===== config.mk =====
export PLATFORM = sky130hd
export DESIGN_NAME = drt_device_finder
export DESIGN_NICKNAME = d
export VERILOG_FILES = /design/src/rtl/drt_device_finder.sv
export SDC_FILE = /design/constraint.sdc
export NUM_CORES = 1
export LEC_CHECK = 0
export BUFFER_PORTS_ARGS = -buffer_cell sky130_fd_sc_hd__buf_2
export CAP_MARGIN = 0
export CORE_AREA = 4 4 145 182
export DETAILED_ROUTE_END_ITERATION = 7
export DIE_AREA = 0 0 149 186
export GPL_ROUTABILITY_DRIVEN = 0
export GPL_TIMING_DRIVEN = 0
export HOLD_SLACK_MARGIN = 0.15
export SLEW_MARGIN = 40
export SYNTH_ARGS = -nofsm -noshare
export SYNTH_HDL_FRONTEND = slang
export SYNTH_SLANG_ARGS = --single-unit

===== constraint.sdc =====
create_clock -name clk -period 5.9 [get_ports clk]
set_clock_uncertainty 0.1 [all_clocks]
set_input_delay 0.59 -clock clk [delete_from_list [all_inputs] [get_ports clk]]
set_output_delay 0.59 -clock clk [all_outputs]
set_load 0.01 [all_outputs]

===== src/rtl/drt_device_finder.sv =====
// drt_device_finder: Wishbone master that walks the Device ROM Table looking for a device ID under a mask.
// Latency: one bus read per DRT word visited, then 2 clocks to finish; o_done pulses as o_busy falls.
// Backpressure: every read waits for ack, then for ack to drop, before the next read starts.
// Optional: DRT_FINDER_TIMEOUT_EN aborts a read that gets no ack (or keeps ack high) for TIMEOUT_CYCLES.
module drt_device_finder #(
  parameter logic [31:0] DRT_BASE_ADR    = 32'h00000000,
  parameter int unsigned DRT_HEADER_SIZE = 8,
  parameter int unsigned DRT_DEV_SIZE    = 8,
  parameter int unsigned MAX_DEVICES     = 16,
  parameter int unsigned TIMEOUT_CYCLES  = 256
) (
  input  logic        clk,
  input  logic        rst,
  input  logic        i_start,
  input  logic [31:0] i_dev_id,
  input  logic [31:0] i_dev_mask,
  output logic        o_busy,
  output logic        o_done,
  output logic        o_found,
  output logic        o_timeout,
  output logic [7:0]  o_dev_index,
  output logic [31:0] o_mem_offset,
  output logic [31:0] o_mem_size,
  output logic        o_wbm_cyc,
  output logic        o_wbm_stb,
  output logic        o_wbm_we,
  output logic [3:0]  o_wbm_sel,
  output logic [31:0] o_wbm_adr,
  output logic [31:0] o_wbm_dat,
  input  logic [31:0] i_wbm_dat,
  input  logic        i_wbm_ack,
  input  logic        i_wbm_int
);

  typedef enum logic [2:0] {S_IDLE, S_REQ, S_WAIT_ACK, S_WAIT_ACK_LOW, S_EVAL, S_DONE} state_t;
  typedef enum logic [1:0] {PH_COUNT, PH_ID, PH_OFF, PH_SIZE} phase_t;

  state_t      r_state, w_state_nxt;
  phase_t      r_phase;
  logic [31:0] r_data, r_id, r_mask, r_adr, r_mem_offset, r_mem_size;
  logic [7:0]  r_idx, r_count, r_dev_index;
  logic        r_cyc, r_stb, r_busy, r_done, r_found, r_timeout;
  logic [7:0]  w_count_clamped, w_idx_inc;
  logic        w_id_match, w_last, w_timeout_hit;
  logic        w_unused_int;

  // Word address of a field inside device entry idx (wraps mod 2^32).
  function automatic logic [31:0] entry_adr(input logic [7:0] idx, input logic [1:0] field);
    entry_adr = DRT_BASE_ADR + 32'(DRT_HEADER_SIZE) + (32'(idx) * 32'(DRT_DEV_SIZE)) + 32'(field);
  endfunction

  assign w_count_clamped = (r_data > 32'(MAX_DEVICES)) ? 8'(MAX_DEVICES) : r_data[7:0];
  assign w_id_match      = ((r_data ^ r_id) & r_mask) == 32'h0;
  assign w_idx_inc       = r_idx + 8'd1;
  assign w_last          = (w_idx_inc == r_count);
  assign w_unused_int    = i_wbm_int;

`ifdef DRT_FINDER_TIMEOUT_EN
  localparam int TMO_W = $clog2(TIMEOUT_CYCLES + 1);
  logic [TMO_W-1:0] r_tmo_cnt;
  logic             w_tmo_enter;

  assign w_tmo_enter = (w_state_nxt != r_state) &&
                       ((w_state_nxt == S_WAIT_ACK) || (w_state_nxt == S_WAIT_ACK_LOW));
  assign w_timeout_hit = ((r_state == S_WAIT_ACK) || (r_state == S_WAIT_ACK_LOW)) &&
                         (r_tmo_cnt >= TMO_W'(TIMEOUT_CYCLES));

  // Ack-wait counter: restarts on each entry to an ack-wait state, saturates at the limit.
  always_ff @(posedge clk or posedge rst) begin
    if (rst) begin
      r_tmo_cnt <= '0;
    end else if (w_tmo_enter) begin
      r_tmo_cnt <= '0;
    end else if (r_tmo_cnt < TMO_W'(TIMEOUT_CYCLES)) begin
      r_tmo_cnt <= r_tmo_cnt + 1'b1;
    end
  end
`else
  logic [31:0] w_unused_tmo;
  assign w_unused_tmo  = 32'(TIMEOUT_CYCLES);
  // Without the timeout the abort path is constant-false, so o_timeout folds to 0.
  assign w_timeout_hit = 1'b0;
`endif

  // State register.
  always_ff @(posedge clk or posedge rst) begin
    if (rst) r_state <= S_IDLE;
    else     r_state <= w_state_nxt;
  end

  // Next-state decode: bus handshake sequencing and the per-phase scan decision.
  always_comb begin
    w_state_nxt = r_state;
    case (r_state)
      S_IDLE:         if (i_start) w_state_nxt = S_REQ;
      S_REQ:          w_state_nxt = S_WAIT_ACK;
      S_WAIT_ACK:     if (i_wbm_ack) w_state_nxt = S_WAIT_ACK_LOW;
                      else if (w_timeout_hit) w_state_nxt = S_DONE;
      S_WAIT_ACK_LOW: if (!i_wbm_ack) w_state_nxt = S_EVAL;
                      else if (w_timeout_hit) w_state_nxt = S_DONE;
      S_EVAL: begin
        case (r_phase)
          PH_COUNT: w_state_nxt = (w_count_clamped == 8'd0) ? S_DONE : S_REQ;
          PH_ID:    w_state_nxt = (w_id_match || !w_last) ? S_REQ : S_DONE;
          PH_OFF:   w_state_nxt = S_REQ;
          default:  w_state_nxt = S_DONE;
        endcase
      end
      S_DONE:         w_state_nxt = S_IDLE;
      default:        w_state_nxt = S_IDLE;
    endcase
  end

  // Datapath: bus strobes, address walk, captured read data and scan results.
  always_ff @(posedge clk or posedge rst) begin
    if (rst) begin
      r_phase <= PH_COUNT;  r_data <= '0;      r_id <= '0;        r_mask <= '0;
      r_adr <= '0;          r_idx <= '0;       r_count <= '0;     r_cyc <= 1'b0;
      r_stb <= 1'b0;        r_busy <= 1'b0;    r_done <= 1'b0;    r_found <= 1'b0;
      r_timeout <= 1'b0;    r_dev_index <= '0; r_mem_offset <= '0; r_mem_size <= '0;
    end else begin
      r_done <= 1'b0;
      case (r_state)
        S_IDLE: if (i_start) begin
          r_id <= i_dev_id;    r_mask <= i_dev_mask;  r_busy <= 1'b1;
          r_found <= 1'b0;     r_timeout <= 1'b0;     r_dev_index <= '0;
          r_mem_offset <= '0;  r_mem_size <= '0;      r_idx <= '0;
          r_adr <= DRT_BASE_ADR + 32'd1;
          r_phase <= PH_COUNT;
        end
        S_REQ: begin
          r_cyc <= 1'b1;
          r_stb <= 1'b1;
        end
        S_WAIT_ACK, S_WAIT_ACK_LOW: begin
          if (r_state == S_WAIT_ACK && i_wbm_ack) begin
            r_data <= i_wbm_dat;
            r_stb  <= 1'b0;
          end else if (w_state_nxt == S_DONE) begin
            r_cyc <= 1'b0;  r_stb <= 1'b0;  r_timeout <= 1'b1;  r_found <= 1'b0;
          end
        end
        S_EVAL: begin
          case (r_phase)
            PH_COUNT: begin
              r_count <= w_count_clamped;
              if (w_count_clamped == 8'd0) r_cyc <= 1'b0;
              else begin
                r_idx   <= '0;
                r_adr   <= entry_adr(8'd0, 2'd0);
                r_phase <= PH_ID;
              end
            end
            PH_ID: begin
              if (w_id_match) begin
                r_dev_index <= r_idx;
                r_adr       <= entry_adr(r_idx, 2'd2);
                r_phase     <= PH_OFF;
              end else if (w_last) r_cyc <= 1'b0;
              else begin
                r_idx <= w_idx_inc;
                r_adr <= entry_adr(w_idx_inc, 2'd0);
              end
            end
            PH_OFF: begin
              r_mem_offset <= r_data;
              r_adr        <= entry_adr(r_idx, 2'd3);
              r_phase      <= PH_SIZE;
            end
            default: begin
              r_mem_size <= r_data;
              r_found    <= 1'b1;
              r_cyc      <= 1'b0;
            end
          endcase
        end
        S_DONE: begin
          r_done <= 1'b1;
          r_busy <= 1'b0;
        end
        default: ;
      endcase
    end
  end

  assign o_busy       = r_busy;
  assign o_done       = r_done;
  assign o_found      = r_found;
  assign o_timeout    = r_timeout;
  assign o_dev_index  = r_dev_index;
  assign o_mem_offset = r_mem_offset;
  assign o_mem_size   = r_mem_size;
  assign o_wbm_cyc    = r_cyc;
  assign o_wbm_stb    = r_stb;
  assign o_wbm_we     = 1'b0;
  assign o_wbm_sel    = 4'hF;
  assign o_wbm_adr    = r_adr;
  assign o_wbm_dat    = 32'h0;

endmodule


# == Yosys cells after proc, flatten, opt, wreduce, memory -nomap -nowiden ==
# Cells that the tools add are included.
# word_totals
regBits,227
inputBits,101
output_inout_bits,147
# classes
add_sub_neg,5
n_lt_le_gt_ge,1
eq_ne,27
muxes,51
bitwise,2
reduce_logical,29
# op_table
op,count
2-to-1 mux 32 bit,7
one-hot mux 32 bit (2 select lines),3
one-hot mux 32 bit (3 select lines),1
2-to-1 mux 8 bit,7
one-hot mux 8 bit (2 select lines),3
adder 32 x 2 -> 32 bit (second input constant),1
AND 32 bit,1
> comparator 32 x 5 -> 1 bit (second input constant),1
logical NOT 32 bit,1
XOR 32 bit,1
adder 4 x 11 -> 12 bit (first input constant),2
!= test 3 bit (second input constant),8
!= test 2 bit (second input constant),8
2-to-1 mux 3 bit,5
one-hot mux 3 bit (5 select lines),1
AND reduction 5 bit,3
adder 12 x 2 -> 13 bit (second input constant),1
2-to-1 mux 1 bit,12
AND reduction 2 bit,5
== test 3 bit (second input constant),3
one-hot mux 1 bit (3 select lines),3
one-hot mux 3 bit (3 select lines),1
adder 8 x 1 -> 8 bit (second input constant),1
== test 8 bit,1
23 further kinds,35

# == Depth between registers and ports, before layout ==
# depth
depth_word,11
ltp_mapped,11
mapped_depth_nobuf,9

# == Worst setup path before layout ==
# OpenSTA, ideal clock, no wires.
# synth_timing
path_type,register to register
start,register r_idx[1]
end,register r_idx[1]
setup_time_ns,0.127
t_arrival_ns,2.314
setup_slack_ns,3.358
path_stages_with_launch,9
period_less_slack_ns,2.542
path_cell_list,dfrtp_1 -> ha_1 -> nand3_2 -> nor2_2 -> xnor3_1 -> nand4_2 -> nand3b_1 -> a211oi_2 -> mux2_1
# synth_via
elab_chain_len,5
elab_cells_between_ends,8
classes_between,1 x add/sub; 2 x eq/ne; 4 x mux; 1 x reduce/logical
# synth_rtl
element,line,source
start: declaration,41,"logic [7:0] r_idx, r_count, r_dev_index;"
start signal: assignment,161,r_idx <= w_idx_inc;
adder 8 x 1 -> 8 bit *,54,assign w_idx_inc = r_idx + 8'd1;
2-to-1 mux 8 bit,159,end else if (w_last) r_cyc <= 1'b0;
2-to-1 mux 8 bit,155,if (w_id_match) begin
one-hot mux 8 bit (2 select lines),144,case (r_phase)
one-hot mux 8 bit (2 select lines),123,case (r_state)
# Mark *: on every way between the ends. The rest lies on a longest branch, timed or not. The select of a mux whose other input is x is not followed.
# A chain may end at the register's enable or synchronous reset.

# == Worst setup path after layout ==
# layout_timing
start,register r_idx[0]
end,register r_idx[1]
# Same word-level chain as after synthesis.

==> run summary <==
The flow ran to the end, and the final reports show no timing, DRC or antenna violations. Summed over all instances, the cell type with the most area after synthesis is sky130_fd_sc_hd__dfrtp_1. The number of rows created at floorplan is 64. met2 is the most crowded layer. Clock latency on the worst-skew pair, taken at its later pin, is 0.50 ns. The number of flops mapped to enable cells by yosys came out at 0.

The simple logic cell fraction of the synthesized area came out at 11.48%. Global routing used 23.01% of the available met1 tracks. The kind of end point of the critical path is a register. The xor and xnor area share after synthesis is 4.778%. Setup repair after global routing left no endpoint under its margin.

By area the synthesized netlist is led by sky130_fd_sc_hd__dfrtp_1, sky130_fd_sc_hd__mux2_2, sky130_fd_sc_hd__nand2_1, sky130_fd_sc_hd__buf_4, sky130_fd_sc_hd__xor2_1. Relative to the synthesized area, the layout overhead comes to 26.14%. The smallest clock period supported by the final layout is computed as 2.972 ns.

The final cycle utilization of the critical path is 50.37%. The global router's overall resource usage is 19.15%. Entering global routing, the biggest net connects 26 pins. The buffer count from post-CTS setup fixing is 0.

The global-route congestion overflow total is 0. The achievable frequency came out at between 300 and 400 MHz. The final count of pins violating max slew came out at 0. The initial antenna violation count came out at 10. CTS placed an instance of sky130_fd_sc_hd__clkbuf_16 at the clock tree root. The maximum clock insertion buffer count came out at 3. The number of global-route vias before repair was roughly 7200. Counting every sink on the clock net gives 206.

By count the netlist is led by sky130_fd_sc_hd__dfrtp_1, sky130_fd_sc_hd__nand2_1, sky130_fd_sc_hd__mux2_2. The number of buffers created by CTS came out at 22. For this run, the post-layout net count is 1242. The leakage dissipation came out at 5.857 nW. The total power density per cell area is 427.2 nW/um2.

The worst hold slack is 0.1995 ns. The share of synthesized area spent on multiplexers is 11.52%. Once detailed placement completed, the half-perimeter wirelength came to 21220 um.

The worst-case IR drop observed on VDD is 0.0002525 V. The sequential cell area fraction in the yosys report is between 50% and 60%. The most used flip-flop cell after synthesis is sky130_fd_sc_hd__dfrtp_1.

After synthesis, the largest area contributor takes up 53.20% of total cell area. The most common cell in the netlist is sky130_fd_sc_hd__dfrtp_1. The number of gates given a new drive strength after cts came out at 0. The critical path is of the reg -> reg type.

The CTS H-tree depth is 1. The data arrival at the endpoint of the critical path is 3.25 ns. The final number of setup-violating endpoints is 0. The clock slew at the register clock pins of the worst setup and hold paths is 0.06 ns.

The final standard cell area without fillers is 12220 um2. The highest net fanout along the worst path came out at 10. In this run the worst hold path is classified as in -> reg. The synthesized netlist devotes less than 1% of its cell area to adder and majority cells. The share of the synthesized area in compound gates (AO/OA/AOI/OAI) is 10.67%. The actual slew at the worst max-slew pin is 0.7369 ns. The remaining design rule violation count came out at 0. The total area inside the core boundary comes to 24500 um2. The share of synthesized flip-flops with an asynchronous set or reset came out at between 90% and 100%. After synthesis, the largest family of logic cells by area is multiplexers.

The mapped netlist covers 9689 um2. The count of yosys warnings during synthesis is 0. The count of pins on the block boundary came out at roughly 250. For the worst setup path, the data required time is approximately 6.2 ns. Input and output buffers added on the ports amount to 188. The met2 track demand over resource is 34.03%. Max-cap violations in this run came to 0. From left edge to right edge, the die measures 149 um. The smallest setup slack after layout came out at 2.928 ns. The worst slew slack as a fraction of its limit came out at 50.88%. The total negative slack is 0 ns. The number of distinct library cells after synthesis came out at 75. The detailed-route vias per instance came out at 4.821. The remaining number of nets flagged by the antenna check after routing is 0. The share of post-route cells with drive strength above 1 is around two fifths. The final layout contains routed wiring with a total length of 27180 um. The initial standard-cell utilization of the core is 39.54%.

In the global route stage, met3 resource usage came out at ~5.4%. Counting flops and latches in the post-synthesis netlist gives ~200. The CTS tree is built. After technology mapping, the gate count stands at 856.

For this run, the detailed router's first-pass iteration total came to 4. The average wire per cell in the routed design is 18.34 um. The worst setup path is launched from a register. The total number of vias is 7144. The total die area is 27710 um2. The number of hold-slack violations in the final timing report came out at 0. The mean area per synthesized cell came out at 11.32 um2. The first global-routing pass estimated 41150 um of wire. The vertical extent of the die is 186 um. Once placement finished, the instance area stood at 11480 um2. After the first detailed-routing iteration, the DRC count stood at 238. OpenSTA, run right after detailed placement, puts the worst setup slack at 2.836 ns.

The total power after layout is 5.221 mW.
final timing paths:
| check | startpoint | end | slack (ns) | cells after the start |
|---|---|---|---|---|
| worst max-delay path | r_idx[0] | r_idx[1] | 2.93 | 10 |
| worst min-delay path | i_wbm_dat[4] | r_data[4] | 0.20 | 3 |
| worst max register to register | r_idx[0] | r_idx[1] | 2.93 | 10 |
| worst min register to register | o_wbm_adr[7] | o_wbm_adr[7] | 0.37 | 2 |
| max in group asynchronous | rst | r_id[14] | 4.02 | 7 |
| min in group asynchronous | rst | o_dev_index[0] | 0.59 | 3 |
cell usage in the layout, fill, tap and decap left out, drive strengths merged, types with 5 or more instances in the layout:
master and instances:
clkbuf 63, a22oi 17, a21oi 17, conb 58, o21ai 92, nand4 7, mux2 97, inv 12
xnor2 7, a31oi 5, nor4 10, xor2 39, nand2 143, nor2 22, and2 5, dfrtp 206
o31ai 6, ha 6, or4 5, buf 269
per-stage QoR:
step,util (%),cells
floorplan,-,912
global placement,45.94,1430
detailed placement,46.84,1439
CTS,49.81,1479
global route,49.88,1482
finish,49.88,1482
report_power, final:
part / leakage [nW] / switching (mW) / internal, mW
clock network: 0.356 / 0.552 / 0.819
logic: 2.86 / 0.829 / 0.768
registers: 2.64 / 0.408 / 1.84
total: 5.86 / 1.79 / 3.43
worst max-delay path: stages (launching register included):
cell and delay (ns):
sky130_fd_sc_hd__dfrtp_1 0.34, sky130_fd_sc_hd__buf_2 0.24, sky130_fd_sc_hd__inv_1 0.18, sky130_fd_sc_hd__ha_1 0.40
sky130_fd_sc_hd__xor2_1 0.18, sky130_fd_sc_hd__nand2_1 0.06, sky130_fd_sc_hd__nor4_1 0.05, sky130_fd_sc_hd__nand4_2 0.19
sky130_fd_sc_hd__nand3b_1 0.12, sky130_fd_sc_hd__a211oi_2 0.61, sky130_fd_sc_hd__mux2_1 0.38
state kept, by name, summed over array words and instances, names as in the netlist:
signal / count
o_done: 1
o_timeout: 1
o_dev_index: 8
o_wbm_stb: 1
r_data: 32
r_count: 8
r_mask: 32
r_phase: 2
o_busy: 1
r_id: 32
o_wbm_cyc: 1
o_found: 1
r_state: 3
r_idx: 8
o_mem_size: 32
o_wbm_adr: 11
o_mem_offset: 32
layer usage:
metal,wire length (um),vias up
met1,10460,3436
met2,14030,221
met5,82,-
li1,-,3413
met3,1989,58
met4,626,16
cells by family (layout without fill, tap and decap cells):
| family | Yosys count | after routing |
|---|---|---|
| fa+ha+maj | 6 | 6 |
| simple gates | 219 | 219 |
| buf+inv | 113 | 351 |
| other cells | 2 | 60 |
| flops | 206 | 206 |
| xor+xnor | 48 | 48 |
| mux | 99 | 99 |
| compound gates | 163 | 163 |
repair_timing:
| item | CTS | global route |
|---|---|---|
| setup endpoints to repair | 0 | 0 |
| hold buffers | 1 | 0 |
| hold endpoints to repair | 16 | 0 |
area by class of cell:
| cell class | instances | area (um2) |
|---|---|---|
| Antenna cell | 2 | 5.005 |
| Inverter | 13 | 52.55 |
| Multi-Input combinational cell | 593 | 4025 |
| Fill cell | 2306 | 12280 |
| Clock inverter | 5 | 50.05 |
| Buffer | 100 | 678.2 |
| Tap cell | 330 | 412.9 |
| Clock buffer | 34 | 666.9 |
| Sequential cell | 206 | 5155 |
| Timing Repair Buffer | 199 | 1176 |
Power figures use the tool's default switching activity.
